--- config.mk ---
export PLATFORM = sky130hd
export DESIGN_NAME = memory_arbiter_param
export DESIGN_NICKNAME = d
export VERILOG_FILES = /design/src/rtl/memory_arbiter_param.sv
export SDC_FILE = /design/constraint.sdc
export NUM_CORES = 1
export LEC_CHECK = 0
export BUFFER_PORTS_ARGS = -buffer_cell sky130_fd_sc_hd__buf_2
export CAP_MARGIN = 20
export CORE_AREA = 2 2 196 198
export CTS_CLUSTER_DIAMETER = 100
export DETAILED_ROUTE_END_ITERATION = 10
export DIE_AREA = 0 0 198 200
export SLEW_MARGIN = 20
export SYNTH_ARGS = -nofsm -noshare
export SYNTH_HDL_FRONTEND = slang
export SYNTH_SLANG_ARGS = --single-unit
--- constraint.sdc ---
create_clock -name CLK -period 8.46 [get_ports CLK]
set_input_delay 0.846 -clock CLK [delete_from_list [all_inputs] [get_ports CLK]]
set_output_delay 0.846 -clock CLK [all_outputs]
set_load 0.02 [all_outputs]
--- src/rtl/memory_arbiter_param.sv ---
// Tile-burst RAM arbiter: scratchpad row bursts plus I/D cache single beats on one RAM port.
// Optional macro ARB_FAIRNESS_EN lets pending cache requests win over scratchpad after each SP burst.
package caches_pkg;
    typedef enum logic [1:0] {FREE, BUSY, ACCESS, ERROR} ramstate_t;
endpackage

module memory_arbiter_param
    import caches_pkg::*;
#(
    parameter int DATA_W = 32,
    parameter int ADDR_W = 32,
    parameter int ROWS   = 4,
    parameter int WPR    = 2,
    localparam int RW    = (ROWS > 1) ? $clog2(ROWS) : 1,
    localparam int WW    = (WPR > 1) ? $clog2(WPR) : 1
) (
    input  logic                  CLK,
    input  logic                  RST,
    input  logic                  sp_load_req,
    input  logic [ADDR_W-1:0]     sp_load_addr,
    output logic [WPR*DATA_W-1:0] sp_load_data,
    output logic [RW-1:0]         sp_load_row,
    output logic                  sp_load_hit,
    input  logic                  sp_store_req,
    input  logic [ADDR_W-1:0]     sp_store_addr,
    input  logic [WPR*DATA_W-1:0] sp_store_data,
    output logic [RW-1:0]         sp_store_row,
    output logic                  sp_store_hit,
    input  logic [ADDR_W-1:0]     sp_stride,
    input  logic                  dREN,
    input  logic                  dWEN,
    input  logic [ADDR_W-1:0]     daddr,
    input  logic [DATA_W-1:0]     dstore,
    output logic                  dwait,
    output logic [DATA_W-1:0]     dload,
    input  logic                  iREN,
    input  logic [ADDR_W-1:0]     iaddr,
    output logic                  iwait,
    output logic [DATA_W-1:0]     iload,
    output logic [ADDR_W-1:0]     ramaddr,
    output logic [DATA_W-1:0]     ramstore,
    output logic                  ramREN,
    output logic                  ramWEN,
    input  logic [DATA_W-1:0]     ramload,
    input  ramstate_t             ramstate
);

    typedef enum logic [2:0] {IDLE, SP_LOAD, SP_STORE, DCACHE, ICACHE} state_t;

    state_t                state_q, state_d;
    logic [RW-1:0]         row_cnt_q, row_cnt_d;
    logic [WW-1:0]         word_cnt_q, word_cnt_d;
    logic [WPR*DATA_W-1:0] load_data_q, load_data_d;
    logic [RW-1:0]         load_row_q, load_row_d;
    logic                  load_hit_q, load_hit_d;
    logic                  load_armed_q, load_armed_d;
    logic                  store_armed_q, store_armed_d;
    logic                  cache_first;

    logic                  beat_done;
    logic                  last_word;
    logic                  last_row;
    logic                  d_req;
    logic                  load_ok;
    logic                  store_ok;
    logic                  sp_req_live;
    logic [ADDR_W-1:0]     beat_offset;

    assign beat_done   = (ramstate == ACCESS);
    assign last_word   = (word_cnt_q == WW'(WPR - 1));
    assign last_row    = (row_cnt_q == RW'(ROWS - 1));
    assign d_req       = dREN | dWEN;
    assign load_ok     = sp_load_req & load_armed_q;
    assign store_ok    = sp_store_req & store_armed_q;
    assign sp_req_live = (state_q == SP_LOAD) ? sp_load_req : sp_store_req;
    assign beat_offset = (ADDR_W'(row_cnt_q) * ADDR_W'(WPR) + ADDR_W'(word_cnt_q)) * sp_stride;

`ifdef ARB_FAIRNESS_EN
    logic fair_q, fair_d;

    always_comb begin
        fair_d = fair_q;
        if ((state_q == SP_LOAD || state_q == SP_STORE) && state_d == IDLE) begin
            fair_d = 1'b1;
        end
        if (state_q == IDLE && (state_d == DCACHE || state_d == ICACHE)) begin
            fair_d = 1'b0;
        end
    end

    always_ff @(posedge CLK) begin
        if (RST) begin
            fair_q <= 1'b0;
        end else begin
            fair_q <= fair_d;
        end
    end

    assign cache_first = fair_q;
`else
    assign cache_first = 1'b0;
`endif

    always_ff @(posedge CLK) begin
        if (RST) begin
            state_q       <= IDLE;
            row_cnt_q     <= '0;
            word_cnt_q    <= '0;
            load_data_q   <= '0;
            load_row_q    <= '0;
            load_hit_q    <= 1'b0;
            load_armed_q  <= 1'b1;
            store_armed_q <= 1'b1;
        end else begin
            state_q       <= state_d;
            row_cnt_q     <= row_cnt_d;
            word_cnt_q    <= word_cnt_d;
            load_data_q   <= load_data_d;
            load_row_q    <= load_row_d;
            load_hit_q    <= load_hit_d;
            load_armed_q  <= load_armed_d;
            store_armed_q <= store_armed_d;
        end
    end

    // Grants only ever start from IDLE, so an active burst is never preempted.
    always_comb begin
        state_d = state_q;
        case (state_q)
            IDLE: begin
                if (cache_first && d_req)      state_d = DCACHE;
                else if (cache_first && iREN)  state_d = ICACHE;
                else if (load_ok)              state_d = SP_LOAD;
                else if (store_ok)             state_d = SP_STORE;
                else if (d_req)                state_d = DCACHE;
                else if (iREN)                 state_d = ICACHE;
            end
            SP_LOAD, SP_STORE: begin
                if (!sp_req_live || (beat_done && last_word && last_row)) begin
                    state_d = IDLE;
                end
            end
            DCACHE: begin
                if (!d_req || beat_done) state_d = IDLE;
            end
            ICACHE: begin
                if (!iREN || beat_done) state_d = IDLE;
            end
            default: state_d = IDLE;
        endcase
    end

    // A dropped request discards any beat finishing in the same cycle.
    always_comb begin
        row_cnt_d     = row_cnt_q;
        word_cnt_d    = word_cnt_q;
        load_data_d   = load_data_q;
        load_row_d    = load_row_q;
        load_hit_d    = 1'b0;
        load_armed_d  = load_armed_q | ~sp_load_req;
        store_armed_d = store_armed_q | ~sp_store_req;
        case (state_q)
            SP_LOAD, SP_STORE: begin
                if (!sp_req_live) begin
                    row_cnt_d  = '0;
                    word_cnt_d = '0;
                end else if (beat_done) begin
                    if (state_q == SP_LOAD) begin
                        load_data_d[word_cnt_q*DATA_W +: DATA_W] = ramload;
                    end
                    if (last_word) begin
                        word_cnt_d = '0;
                        row_cnt_d  = last_row ? '0 : row_cnt_q + RW'(1);
                        if (state_q == SP_LOAD) begin
                            load_row_d = row_cnt_q;
                            load_hit_d = 1'b1;
                        end
                        if (last_row) begin
                            if (state_q == SP_LOAD) load_armed_d = 1'b0;
                            else                    store_armed_d = 1'b0;
                        end
                    end else begin
                        word_cnt_d = word_cnt_q + WW'(1);
                    end
                end
            end
            default: begin
                row_cnt_d  = '0;
                word_cnt_d = '0;
            end
        endcase
    end

    always_comb begin
        ramaddr      = '0;
        ramstore     = '0;
        ramREN       = 1'b0;
        ramWEN       = 1'b0;
        dwait        = 1'b1;
        dload        = '0;
        iwait        = 1'b1;
        iload        = '0;
        sp_store_hit = 1'b0;
        case (state_q)
            SP_LOAD: begin
                ramaddr = sp_load_addr + beat_offset;
                ramREN  = 1'b1;
            end
            SP_STORE: begin
                ramaddr      = sp_store_addr + beat_offset;
                ramWEN       = 1'b1;
                ramstore     = sp_store_data[word_cnt_q*DATA_W +: DATA_W];
                sp_store_hit = sp_store_req & beat_done & last_word;
            end
            DCACHE: begin
                ramaddr  = daddr;
                ramstore = dstore;
                ramWEN   = dWEN;
                ramREN   = dREN & ~dWEN;
                dload    = ramload;
                dwait    = ~beat_done;
            end
            ICACHE: begin
                ramaddr = iaddr;
                ramREN  = 1'b1;
                iload   = ramload;
                iwait   = ~beat_done;
            end
            default: ;
        endcase
    end

    assign sp_load_data = load_data_q;
    assign sp_load_row  = load_row_q;
    assign sp_load_hit  = load_hit_q;
    assign sp_store_row = row_cnt_q;

endmodule
* Word level (Yosys, flattened, before mapping)
Index checks and enable logic that the tools add are counted.
** Operators by class
- $add $sub $neg :: 6
- Multiplexer cells :: 34
- Bitwise logic cells :: 15
- Eq/ne operators :: 10
- Reductions and logical operators :: 17
- Shift operators :: 3
- $mul :: 1
** Operator list (number)
- $pmux 32 s4 :: 1
- $add 32x32->32 :: 2
- $bwmux 64 :: 1
- $mux 32 :: 2
- $pmux 32 s2 :: 1
- $shift 32x34->64 const A :: 1
- $shiftx 32x34->64 :: 1
- $shiftx 64x7->32 :: 1
- $neg 6->34 :: 1
- $mul 4x32->32 :: 1
- $mux 3 :: 7
- $mux 1 :: 18
- $pmux 3 s4 :: 1
- $reduce_and 4->1 :: 2
- $not 1->1 :: 7
- $eq 3x2->1 const B :: 2
- $ne 2x2->1 const B :: 3
- $and 1x1->1 :: 5
- $ne 5x5->1 const B :: 1
- $reduce_and 5->1 :: 1
- $reduce_or 5->1 :: 1
- $add 3x1->4 :: 1
- $eq 2x2->1 const B :: 2
- $pmux 1 s2 :: 2
- 13 further kinds :: 21
** Word-level totals
- Bits in registers :: 75
- Input port bits :: 297

* Logic depth before layout (Yosys ltp)
- Depth after elaboration :: 8
- Gate-level depth with buffers :: 27
- Gate-level depth less buffers :: 25

* Worst setup path after synthesis
No wires, ideal clock.
- Path kind :: in2out
- Start :: input sp_stride[2]
- End :: output ramaddr[29]
- Path slack :: 1.768 ns
- Buffers on the path :: 1
- Arrival time :: 5.846 ns
- Stages on the path :: 23
- Path through :: and2_1 -> ha_1 -> fa_1 -> fa_1 -> a21o_1 -> a221oi_2 -> o21ai_2 -> a211oi_1 -> nand4b_1 -> a21oi_2 -> a21o_1 -> a21oi_1 -> xnor2_1 -> ha_1 -> clkbuf_1 -> nand3_1 -> or3_1 -> o22ai_1 -> a21oi_1 -> nand2_1 -> a41oi_1 -> xnor2_1 -> o21ai_0
** On the way
- Cells in the longest elaborated chain, start to end :: 3
- Elaborated cells between the ends (all ways) :: 4
** Ends and longest elaborated chain
- from (decl) :: line 29 : input logic [ADDR_W-1:0] sp_stride,
- $mul 4x32->32 (*) :: line 76 : assign beat_offset = (ADDR_W'(row_cnt_q) * ADDR_W'(WPR) + ADDR_W'(word_cnt_q)) * sp_stride;
- $add 32x32->32 (on tied branches) :: line 210, 206
- $pmux 32 s4 (*) :: line 204 : case (state_q)
- to (decl) :: line 40 : output logic [ADDR_W-1:0] ramaddr,
Mark *: on every way between the ends. The rest lies on a longest branch, timed or not.

* Worst setup path after layout
- Start :: register row_cnt_q[1] (netlist: sp_store_row[1])
- End :: output ramaddr[31]
** On the way
- Cells in the longest elaborated chain, start to end :: 4
- Elaborated cells between the ends (all ways) :: 5
** Ends and longest elaborated chain
- from (decl) :: line 51 : logic [RW-1:0] row_cnt_q, row_cnt_d;
- from (signal assigned) :: line 116 : row_cnt_q <= row_cnt_d;
- $add 3x1->4 (*) :: line 76
- $mul 4x32->32 (*) :: line 76
- $add 32x32->32 (on tied branches) :: line 210, 206
- $pmux 32 s4 (*) :: line 204
Marked as above.

==> flow_summary_export.csv <==
group,metric,value,unit
route,drt_pre_antenna_iters,5,
route,routed_wl,39600,microns
timing,hold_viol_final,0,
global_route,grt_pass1_wl,57700,microns
clock_tree,cts_made_buffers,9,
power,vdd_drop_max,0.0889,mV
yosys,syn_area,9800,sq um
placed_design,place_congestion,0.876,
route,viasPerCell,4.76,
yosys,ys_seq_area_share,15.3,%
timing,setup_viol,0,
global_route,grt.met2_usage,31.8,%
die,start_util,26.2,%
yosys,ys_async_sr_fraction,0,%
clock_tree,tritoncts,"yes",
die,ioPinCount,499,
layout,final_cell_mix,"buf_2 (498), nand2_1 (353), and2_1 (130)",
die,coreArea,37400,sq um
clock_tree,clk_pin_slew_worst_paths,60,ps
die,die_h,200,microns
route,via_count,11400,
timing,tns,0,ps
global_route,busiest_layer,"met2",
global_route,grt_pass1_vias,10400,
clock_tree,clockBufferDepth,2,
route,ant_nets,0,
route,drt_iter0_markers,508,
timing,worst_clock_skew,9.70,ps
critical_path,arrival,6510,ps
power,p_per_area,90.8,nW/um^2
yosys,synth_edf_count,0,
timing,holdWs,452,ps
global_route,grt_usage,18.8,%
placed_design,post-place-ws,1220,ps
critical_path,crit_required,7610,ps
power,power,1.18,mW
hold_path,min_path_type,"register to register",
yosys,synth_cells,1440,
yosys,synth_cell_types,64,
critical_path,cp_max_fo,31,
clock_tree,clock_sinks,75,
yosys,syn-num-nets,1860,
timing,fin_crit,7350,ps
placed_design,dp_hpwl,32400,microns
timing,rsz0062_at_grt,"false",
clock_tree,clkLatencyLatePin,340,ps
layout,final_core_util,34.8,%
timing,tightest_slew,991,ps
yosys,synthFlopType,"dfxtp_1",
placed_design,io_buffers,498,
global_route,overflow,0,
die,die_w,198,microns
route,wl_per_cell,16.5,microns
yosys,syn-mean-instance-area,6.81,sq um
timing,slew_headroom,33.8,%
clock_tree,post-cts-setup-buffers,0,
layout,layout-drive-gt1-share,29.0,%
global_route,met1_usage,25.0,%
timing,fmax,0.136,GHz
critical_path,endpoint_kind,"output port",
critical_path,start_kind,"register",
outcome,status,"finished, final reports clean",
clock_tree,ctsRootBufferMaster,"clkbuf_16",
clock_tree,htree_levels,3,
layout,layout_commonest_cell,"buf_2",
timing,setup_slack,1110,ps
global_route,antenna_found_initial,4,
layout,nNetsFinal,2300,
flow_run,cap_viol_max_count,0,
die,die_area,39600,sq um
layout,fill_cells,4102,
clock_tree,hold_buffers,0,
critical_path,critPathKind,"register to output port",
timing,fin_crit_sh,86.9,%
die,rows,71,
timing,slew_viol_final,0,
clock_tree,cts-resized-gates,0,
global_route,globalRouteMet3Util,3.78,%
yosys,ys_warn_count,0,
yosys,ys_ff_latch,75,
power,p_leak,6.94,nW
route,drcViolationCount,0,
layout,syn2layout_area_growth,33.0,%
global_route,grt_max_degree,72,
-- where the power goes --
group	internal, mW	switching (mW)
logic	0.163	0.281
registers	0.357	0.0120
clock network	0.203	0.167
total	0.723	0.461
-- state kept, by name (all words and copies together) (netlist names) --
name           cells
load_armed_q       1
sp_load_data      64
sp_load_hit        1
store_armed_q      1
sp_store_row       2
last_word          1
state_q            3
sp_load_row        2
-- cell usage after synthesis (9+ instances only) --
| cell | instances | area (sq um) |
|---|---|---|
| nand2_1 | 353 | 1330 |
| and2_1 | 130 | 813 |
| a21oi_1 | 129 | 646 |
| inv_1 | 116 | 435 |
| ha_1 | 93 | 1160 |
| o21ai_0 | 78 | 390 |
| dfxtp_1 | 75 | 1500 |
| clkbuf_1 | 72 | 270 |
| nor2_1 | 41 | 154 |
| xnor2_1 | 36 | 315 |
| mux2i_1 | 35 | 350 |
| a21o_1 | 34 | 255 |
| fa_1 | 30 | 601 |
| xor2_1 | 24 | 210 |
| a22oi_1 | 23 | 173 |
| nand3_1 | 16 | 80.1 |
| a31oi_1 | 11 | 68.8 |
| o21ai_1 | 11 | 55.1 |
| buf_1 | 10 | 37.5 |
| a211oi_1 | 9 | 67.6 |
-- critical path, stage by stage (launching register included) --
cell and delay (ps):
dfxtp_1 380, buf_4 300, and2_1 180, ha_1 240, fa_1 530, fa_1 460
a21o_1 220, a221oi_2 320, o21ai_2 160, a211oi_1 380, nand4b_1 210, a21oi_2 100
a21o_1 200, a21oi_1 180, xnor2_1 90, ha_1 420, nand3_1 170, or3_1 370
o22ai_1 150, a21oi_1 100, a21bo_2 230, xnor2_1 250, mux2i_1 210, nand3b_1 110
buf_2 180
-- worst paths after layout --
kind | from | to | slack [ps] | cells after the start
setup / recovery | sp_store_row[1] | ramaddr[31] | 1110 | 24
hold / removal | sp_load_data[45] | sp_load_data[45] | 450 | 2
setup reg to reg | state_q[2] | state_q[1] | 5350 | 7
hold reg to reg | sp_load_data[45] | sp_load_data[45] | 450 | 2
-- final cells by class --
type	instances	area [sq um]	area share [%]
multi-input cells	1165	7570	58.1
repair buffers	512	2600	19.9
flip-flops and latches	75	1510	11.5
well taps	511	639	4.91
inverters	117	439	3.37
clock buffers	9	225	1.73
clock inverters	7	57.6	0.442
diodes	1	2.50	0.0192
-- kinds of logic after synthesis --
group                    share of synthesized area (%)
AO/OA/AOI/OAI                                     21.9
buffers and inverters                             7.67
multiplexers                                      3.92
AND/OR/NAND/NOR                                   27.9
adder cells (fa/ha/maj)                           18.0
flip-flops                                        15.3
XOR/XNOR                                          5.36
-- per-stage QoR --
stage	cell area, sq um	cells
after floorplan	9800	1440
after global placement	12700	2380
after detailed placement	12700	2380
after CTS	13000	2396
after global routing	13000	2397
final	13000	2397
-- layer usage --
layer  up-vias  wire (microns)
li1       5693               -
met1      5292           17800
met2       382           18600
met3        35            2530
met4         6             539
met5         -              28
(Power assumes the default switching activity.)
